$ cat src/rtl/usb_cfg_loader_pkg.sv
// Shared types and constants for the framed USB CDC config stream loader.
package usb_cfg_loader_pkg;

    typedef enum logic [2:0] {
        S_IDLE,
        S_CMD,
        S_LEN_LO,
        S_LEN_HI,
        S_PAYLOAD,
        S_CHECK,
        S_RESP
    } state_t;

    localparam logic [7:0] SYNC_BYTE       = 8'hA5;
    localparam logic [7:0] CMD_WRITE       = 8'h01;
    localparam logic [7:0] CMD_PING        = 8'h02;

    localparam logic [7:0] STATUS_OK       = 8'h00;
    localparam logic [7:0] STATUS_BAD_CMD  = 8'h01;
    localparam logic [7:0] STATUS_CHECKSUM = 8'h02;
    localparam logic [7:0] STATUS_TIMEOUT  = 8'h03;

    // A PING carrying payload is treated as malformed.
    function automatic logic [7:0] cmd_status(input logic [7:0] cmd, input logic [15:0] len);
        if (cmd == CMD_WRITE)                   return STATUS_OK;
        else if (cmd == CMD_PING && len == '0)  return STATUS_OK;
        else                                    return STATUS_BAD_CMD;
    endfunction

endpackage

$ cat src/rtl/cfg_word_packer.sv
// Byte-in / word-out packer: places each byte in its slot, strobes one cycle after a word completes.
module cfg_word_packer #(
    parameter int WORD_WIDTH = 32,
    parameter int MSB_FIRST  = 1
) (
    input  logic                  clk,
    input  logic                  reset,
    input  logic                  clear,
    input  logic                  byte_valid,
    input  logic [7:0]            byte_data,
    input  logic                  emit,
    output logic                  last,
    output logic                  strobe,
    output logic [WORD_WIDTH-1:0] word
);
    localparam int WB = WORD_WIDTH / 8;
    localparam int IW = (WB > 1) ? $clog2(WB) : 1;

    logic [IW-1:0]         idx;
    logic [IW-1:0]         slot;
    logic [WORD_WIDTH-1:0] acc;
    logic [WORD_WIDTH-1:0] merged;

    assign last = (idx == IW'(WB - 1));
    assign slot = (MSB_FIRST != 0) ? IW'(WB - 1) - idx : idx;

    always_comb begin
        merged = acc;
        merged[slot*8 +: 8] = byte_data;
    end

    // The output word only moves when a word is actually emitted, so it holds between strobes.
    always_ff @(posedge clk) begin
        if (reset) begin
            idx    <= '0;
            acc    <= '0;
            word   <= '0;
            strobe <= 1'b0;
        end else begin
            strobe <= 1'b0;
            if (clear) begin
                idx <= '0;
            end else if (byte_valid) begin
                acc <= merged;
                idx <= last ? '0 : idx + 1'b1;
                if (last && emit) begin
                    word   <= merged;
                    strobe <= 1'b1;
                end
            end
        end
    end

endmodule

$ cat src/rtl/usb_cfg_stream_loader.sv
// Framed config loader: SYNC/CMD/LEN frames from one CDC channel -> config words + status byte.
// Optional trailing checksum byte enabled by `CFG_LOADER_CHECKSUM_EN.
module usb_cfg_stream_loader
    import usb_cfg_loader_pkg::*;
#(
    parameter int CHANNELS       = 2,
    parameter int CFG_CHANNEL    = 0,
    parameter int WORD_WIDTH     = 32,
    parameter int MSB_FIRST      = 1,
    parameter int TIMEOUT_CYCLES = 1200000
) (
    input  logic                  clk_i,
    input  logic                  reset_i,
    input  logic [CHANNELS*8-1:0] out_data_i,
    input  logic [CHANNELS-1:0]   out_valid_i,
    output logic [CHANNELS-1:0]   out_ready_o,
    output logic [CHANNELS*8-1:0] in_data_o,
    output logic [CHANNELS-1:0]   in_valid_o,
    input  logic [CHANNELS-1:0]   in_ready_i,
    output logic                  word_write_strobe_o,
    output logic [WORD_WIDTH-1:0] write_data_o,
    output logic                  busy_o
);
    localparam int TW = $clog2(TIMEOUT_CYCLES + 1);

`ifdef CFG_LOADER_CHECKSUM_EN
    localparam state_t DONE_STATE = S_CHECK;
`else
    localparam state_t DONE_STATE = S_RESP;
`endif

    state_t        state, state_nx;
    logic [7:0]    rx;
    logic          accept, active, timeout, last_byte;
    logic [7:0]    cmd, status;
    logic [15:0]   len, word_cnt;
    logic [TW-1:0] idle_cnt;
    logic          write_en;
    logic          unused_ok;

    assign rx        = out_data_i[CFG_CHANNEL*8 +: 8];
    assign accept    = out_valid_i[CFG_CHANNEL] && (state != S_RESP);
    assign active    = (state != S_IDLE) && (state != S_RESP);
    // A byte arriving on the expiry cycle keeps the frame alive.
    assign timeout   = active && !accept && (idle_cnt == TW'(TIMEOUT_CYCLES - 1));
    assign busy_o    = (state != S_IDLE);
    assign unused_ok = ^{out_data_i, in_ready_i};

    always_comb begin
        out_ready_o              = '1;
        out_ready_o[CFG_CHANNEL] = (state != S_RESP);
        in_valid_o               = '0;
        in_valid_o[CFG_CHANNEL]  = (state == S_RESP);
        in_data_o                = '0;
        in_data_o[CFG_CHANNEL*8 +: 8] = (state == S_RESP) ? status : 8'h00;
    end

    always_ff @(posedge clk_i) begin
        if (reset_i) state <= S_IDLE;
        else         state <= state_nx;
    end

    always_comb begin
        state_nx = state;
        if (timeout) begin
            state_nx = S_RESP;
        end else begin
            case (state)
                S_IDLE:    if (accept && rx == SYNC_BYTE) state_nx = S_CMD;
                S_CMD:     if (accept) state_nx = S_LEN_LO;
                S_LEN_LO:  if (accept) state_nx = S_LEN_HI;
                S_LEN_HI:  if (accept) state_nx = ({rx, len[7:0]} == 16'd0) ? DONE_STATE : S_PAYLOAD;
                S_PAYLOAD: if (accept && last_byte && word_cnt == len - 16'd1) state_nx = DONE_STATE;
`ifdef CFG_LOADER_CHECKSUM_EN
                S_CHECK:   if (accept) state_nx = S_RESP;
`endif
                S_RESP:    if (in_ready_i[CFG_CHANNEL]) state_nx = S_IDLE;
                default:   state_nx = S_IDLE;
            endcase
        end
    end

`ifdef CFG_LOADER_CHECKSUM_EN
    logic [7:0] sum;

    always_ff @(posedge clk_i) begin
        if (reset_i)
            sum <= '0;
        else if (accept && state == S_IDLE)
            sum <= '0;
        else if (accept && state != S_CHECK)
            sum <= sum + rx;
    end
`endif

    always_ff @(posedge clk_i) begin
        if (reset_i) begin
            idle_cnt <= '0;
            cmd      <= '0;
            len      <= '0;
            word_cnt <= '0;
            status   <= STATUS_OK;
            write_en <= 1'b0;
        end else begin
            if (accept || !active) idle_cnt <= '0;
            else                   idle_cnt <= idle_cnt + 1'b1;

            if (timeout) begin
                status <= STATUS_TIMEOUT;
            end else if (accept) begin
                case (state)
                    S_CMD: begin
                        cmd      <= rx;
                        write_en <= (rx == CMD_WRITE);
                    end
                    S_LEN_LO: len[7:0] <= rx;
                    S_LEN_HI: begin
                        len[15:8] <= rx;
                        word_cnt  <= '0;
                        status    <= cmd_status(cmd, {rx, len[7:0]});
                    end
                    S_PAYLOAD: if (last_byte) word_cnt <= word_cnt + 16'd1;
`ifdef CFG_LOADER_CHECKSUM_EN
                    S_CHECK: if (sum + rx != 8'h00) status <= STATUS_CHECKSUM;
`endif
                    default: ;
                endcase
            end
        end
    end

    cfg_word_packer #(
        .WORD_WIDTH (WORD_WIDTH),
        .MSB_FIRST  (MSB_FIRST)
    ) u_packer (
        .clk        (clk_i),
        .reset      (reset_i),
        .clear      (timeout || (accept && state == S_IDLE)),
        .byte_valid (accept && state == S_PAYLOAD),
        .byte_data  (rx),
        .emit       (write_en),
        .last       (last_byte),
        .strobe     (word_write_strobe_o),
        .word       (write_data_o)
    );

endmodule
$ cat config.mk
export PLATFORM = sky130hd
export DESIGN_NAME = usb_cfg_stream_loader
export DESIGN_NICKNAME = d
export VERILOG_FILES = /design/src/rtl/usb_cfg_loader_pkg.sv /design/src/rtl/cfg_word_packer.sv /design/src/rtl/usb_cfg_stream_loader.sv
export SDC_FILE = /design/constraint.sdc
export NUM_CORES = 1
export LEC_CHECK = 0
export CAP_MARGIN = 20
export CORE_ASPECT_RATIO = 1.75
export CORE_MARGIN = 2
export CORE_UTILIZATION = 55
export DETAILED_ROUTE_END_ITERATION = 6
export GPL_TIMING_DRIVEN = 0
export PLACE_DENSITY = 0.85
export REMOVE_ABC_BUFFERS = 1
export SLEW_MARGIN = 10
export SYNTH_ARGS = -nofsm -noshare
export SYNTH_HDL_FRONTEND = slang
export SYNTH_SLANG_ARGS = --single-unit
$ cat constraint.sdc
create_clock -name clk_i -period 6.7 [get_ports clk_i]
set_clock_uncertainty 0.1 [all_clocks]
set_input_delay 1.34 -clock clk_i [delete_from_list [all_inputs] [get_ports clk_i]]
set_output_delay 1.34 -clock clk_i [all_outputs]
set_load 0.1 [all_outputs]
==> metrics <==
global route total overflow=0; Post-Syn Instances=773; worst rel slew slack=34.5%; synthesized area per cell=8.12 sq um; total die area=0.0123 sq mm; Die H=145 microns; Placement Cell Area=0.00672 sq mm; slowest stage cell, crit path=clkdlybuf4s50_1; Layout area overhead=17.4%; ys flop type=dfxtp_1; number of antenna diodes=0; Die Width=84.8 microns; number of DRC markers in iteration 0=343; worst-path maximum fanout=15; Leak=0.00250 uW; Comb pwr share=7.7%; post-synthesis sequential area ratio=42.7%; CP peak stage delay=1.13 ns; initial antenna violation count=0; Worst Setup Path Type=flip-flop to output port; Nets=819; maxcap violations=0; Residual DRC=0; Initial Util=56.5%; hold crit path type=flip-flop to flip-flop; Seq pwr share=40.9%; share of cells above drive strength 1=5.63%; endpoints failing setup=0; Post-CTS Hold Buffers=0; Port Buffers=49; WHS Path Cells=2; drt wl/cell=16.0 microns; status=finished, final reports clean; CTS tree=built; Post-synth EDFFs=0; Finished Cell Area=0.00737 sq mm; CP startpoint kind=flip-flop; H-tree depth=4; Vias per Instance=5.96; setup TNS after final layout=0 ns; Final HPWL DP=10.1 mm; CTS buffer count=17; vias in the first global route=5479; Worst Setup End Kind=output port; Slew Viols, Final=0; mapped cell area=0.00628 sq mm; Max VDD drop=0.000217 V; P_sw=463 uW; FF+latch count, synth=134; root buffer cell=clkbuf_16; count leader, synth=dfxtp_1; top post-synthesis cells by count=dfxtp_1, nor2_1, nand2_1; area leader, netlist=dfxtp_1; Placeable Area=0.0111 sq mm; Synth warnings=0; clock buffer depth=2; CP required=5.26 ns; final hold violation count=0; PD cells=270 mW/mm^2; Total Routing Usage GR=24.5%; cell-internal power=1520 uW; via count=5552; FMAX=237 MHz; Sink Count=134; Post-synth ARST share=0%; final WL=14.9 mm; placer congestion estimate=0.868; Clock power frac=51.4%; Synth top area share=42.7%; first-pass GRT wire length=24.7 mm; number of gates resized after CTS=0; first-pass iteration count of the detailed router=7; largest net degree at the start of global routing=90; Switching Share=23.3%; DRT antenna net count=0; reg2reg path depth=9; unrepaired setup endpoints after global routing=no; CP Cell Sequence=nand3b_1 -> inv_1 -> and2_1 -> clkdlybuf4s50_1; Critical Path AT=2.78 ns; Post-CTS Repair Setup Buffers=0; synth top area cells=dfxtp_1, a21oi_1, nor2_1, a211oi_1, nand2_1; fin crit share=63.0%; Worst Tran Pin Value=0.979 ns; clock-pin transition on the worst setup and hold timing paths=0.06 ns; clk_lat worst skew=0.41 ns; Final min period=4.22 ns; Synth cell types=47; IO Count=76; site row count=51
==> final timing paths <==
check / slack, ns / endpoint / startpoint
setup / recovery: 2.48 / in_data_o[1] / state[1]
hold / removal: 0.35 / u_packer.word[19] / u_packer.word[19]
setup reg to reg: 3.52 / state[1] / len[0]
hold reg to reg: 0.35 / u_packer.word[19] / u_packer.word[19]
==> placed cells by master, fill, tap and decap left out, types with 2 or more instances in the layout <==
| cell | count |
|---|---|
| a211oi_1 | 49 |
| a21oi_1 | 77 |
| a31oi_1 | 2 |
| and2_1 | 2 |
| and3_1 | 9 |
| buf_16 | 3 |
| bufinv_16 | 5 |
| clkbuf_16 | 17 |
| clkbuf_8 | 2 |
| clkdlybuf4s50_1 | 48 |
| clkinv_4 | 3 |
| conb_1 | 16 |
| dfxtp_1 | 134 |
| ha_1 | 9 |
| inv_1 | 10 |
| mux2i_1 | 2 |
| nand2_1 | 90 |
| nand2b_1 | 6 |
| nand3_1 | 33 |
| nand3b_1 | 11 |
| nand4_1 | 13 |
| nor2_1 | 102 |
| nor2b_1 | 26 |
| nor3_1 | 14 |
| nor4_1 | 9 |
| nor4b_1 | 4 |
| o211a_1 | 2 |
| o211ai_1 | 4 |
| o21ai_0 | 8 |
| o22ai_1 | 2 |
| or3_1 | 7 |
| or4_1 | 4 |
| or4_4 | 2 |
| or4b_2 | 4 |
| xnor2_1 | 26 |
| xor2_1 | 26 |
==> power by group through the flow <==
stage / sequential [uW] / combinational, uW / clock (uW)
3_3_place_gp: 829 / 144 / 0
4_1_cts: 813 / 150 / 1030
5_1_grt: 814 / 161 / 1060
6_report: 813 / 152 / 1020
2_1_floorplan: 827 / 107 / 0
3_5_place_dp: 830 / 149 / 0
==> metrics by stage <==
stage	total power (uW)	hold WS, ns	cells	utilization [%]	setup slack (ns)
after floorplan	934	0.326	716	-	1.99
after global placement	973	0.341	897	59.7	1.08
after detailed placement	979	0.344	901	60.5	2.20
after CTS	1990	0.352	932	66.4	2.51
after global routing	2030	0.382	932	66.4	2.41
final	1990	0.354	932	66.4	2.48
==> layout make-up <==
type	instances	area [sq um]
multi-input cells	572	3250
clock inverters	11	198
inverters	10	37.5
flip-flops and latches	134	2680
repair buffers	53	576
clock buffers	20	457
fillers	860	3730
well taps	132	165
==> critical path: cells and delay by family, from the launching register on <==
kind                   cells  cell delay (ns)
buffers and inverters      2             1.29
flip-flops                 1             0.63
AND/OR/NAND/NOR            2             0.45
==> layer usage <==
| metal | part of all wire (%) | track usage, % | vias up |
|---|---|---|---|
| li1 | - | - | 2666 |
| met1 | 36 | 24.9 | 2605 |
| met2 | 54 | 44.1 | 212 |
| met3 | 4.8 | 5.50 | 69 |
| met4 | 5.1 | 15.2 | 0 |
| met5 | 0 | 0 | - |
==> cells by family (layout without fill, tap and decap cells) <==
family	after synthesis	count (layout)	share of synthesized area (%)
buffers and inverters	81	94	6.32
AND/OR/NAND/NOR	342	342	26.6
other	2	16	0.120
adder cells (fa/ha/maj)	9	9	1.79
XOR/XNOR	52	52	7.25
AO/OA/AOI/OAI	151	151	14.9
flip-flops	134	134	42.7
multiplexers	2	2	0.319
==> flip-flops by register name, indices dropped and copies added (netlist names) <==
register / flops
u_packer.word: 32
status: 2
idle_cnt: 21
u_packer.idx: 2
word_cnt: 16
cmd: 8
u_packer.acc: 32
state: 3
write_en: 1
len: 16
u_packer.strobe: 1
Note: power is estimated with default switching activity, not from simulation.
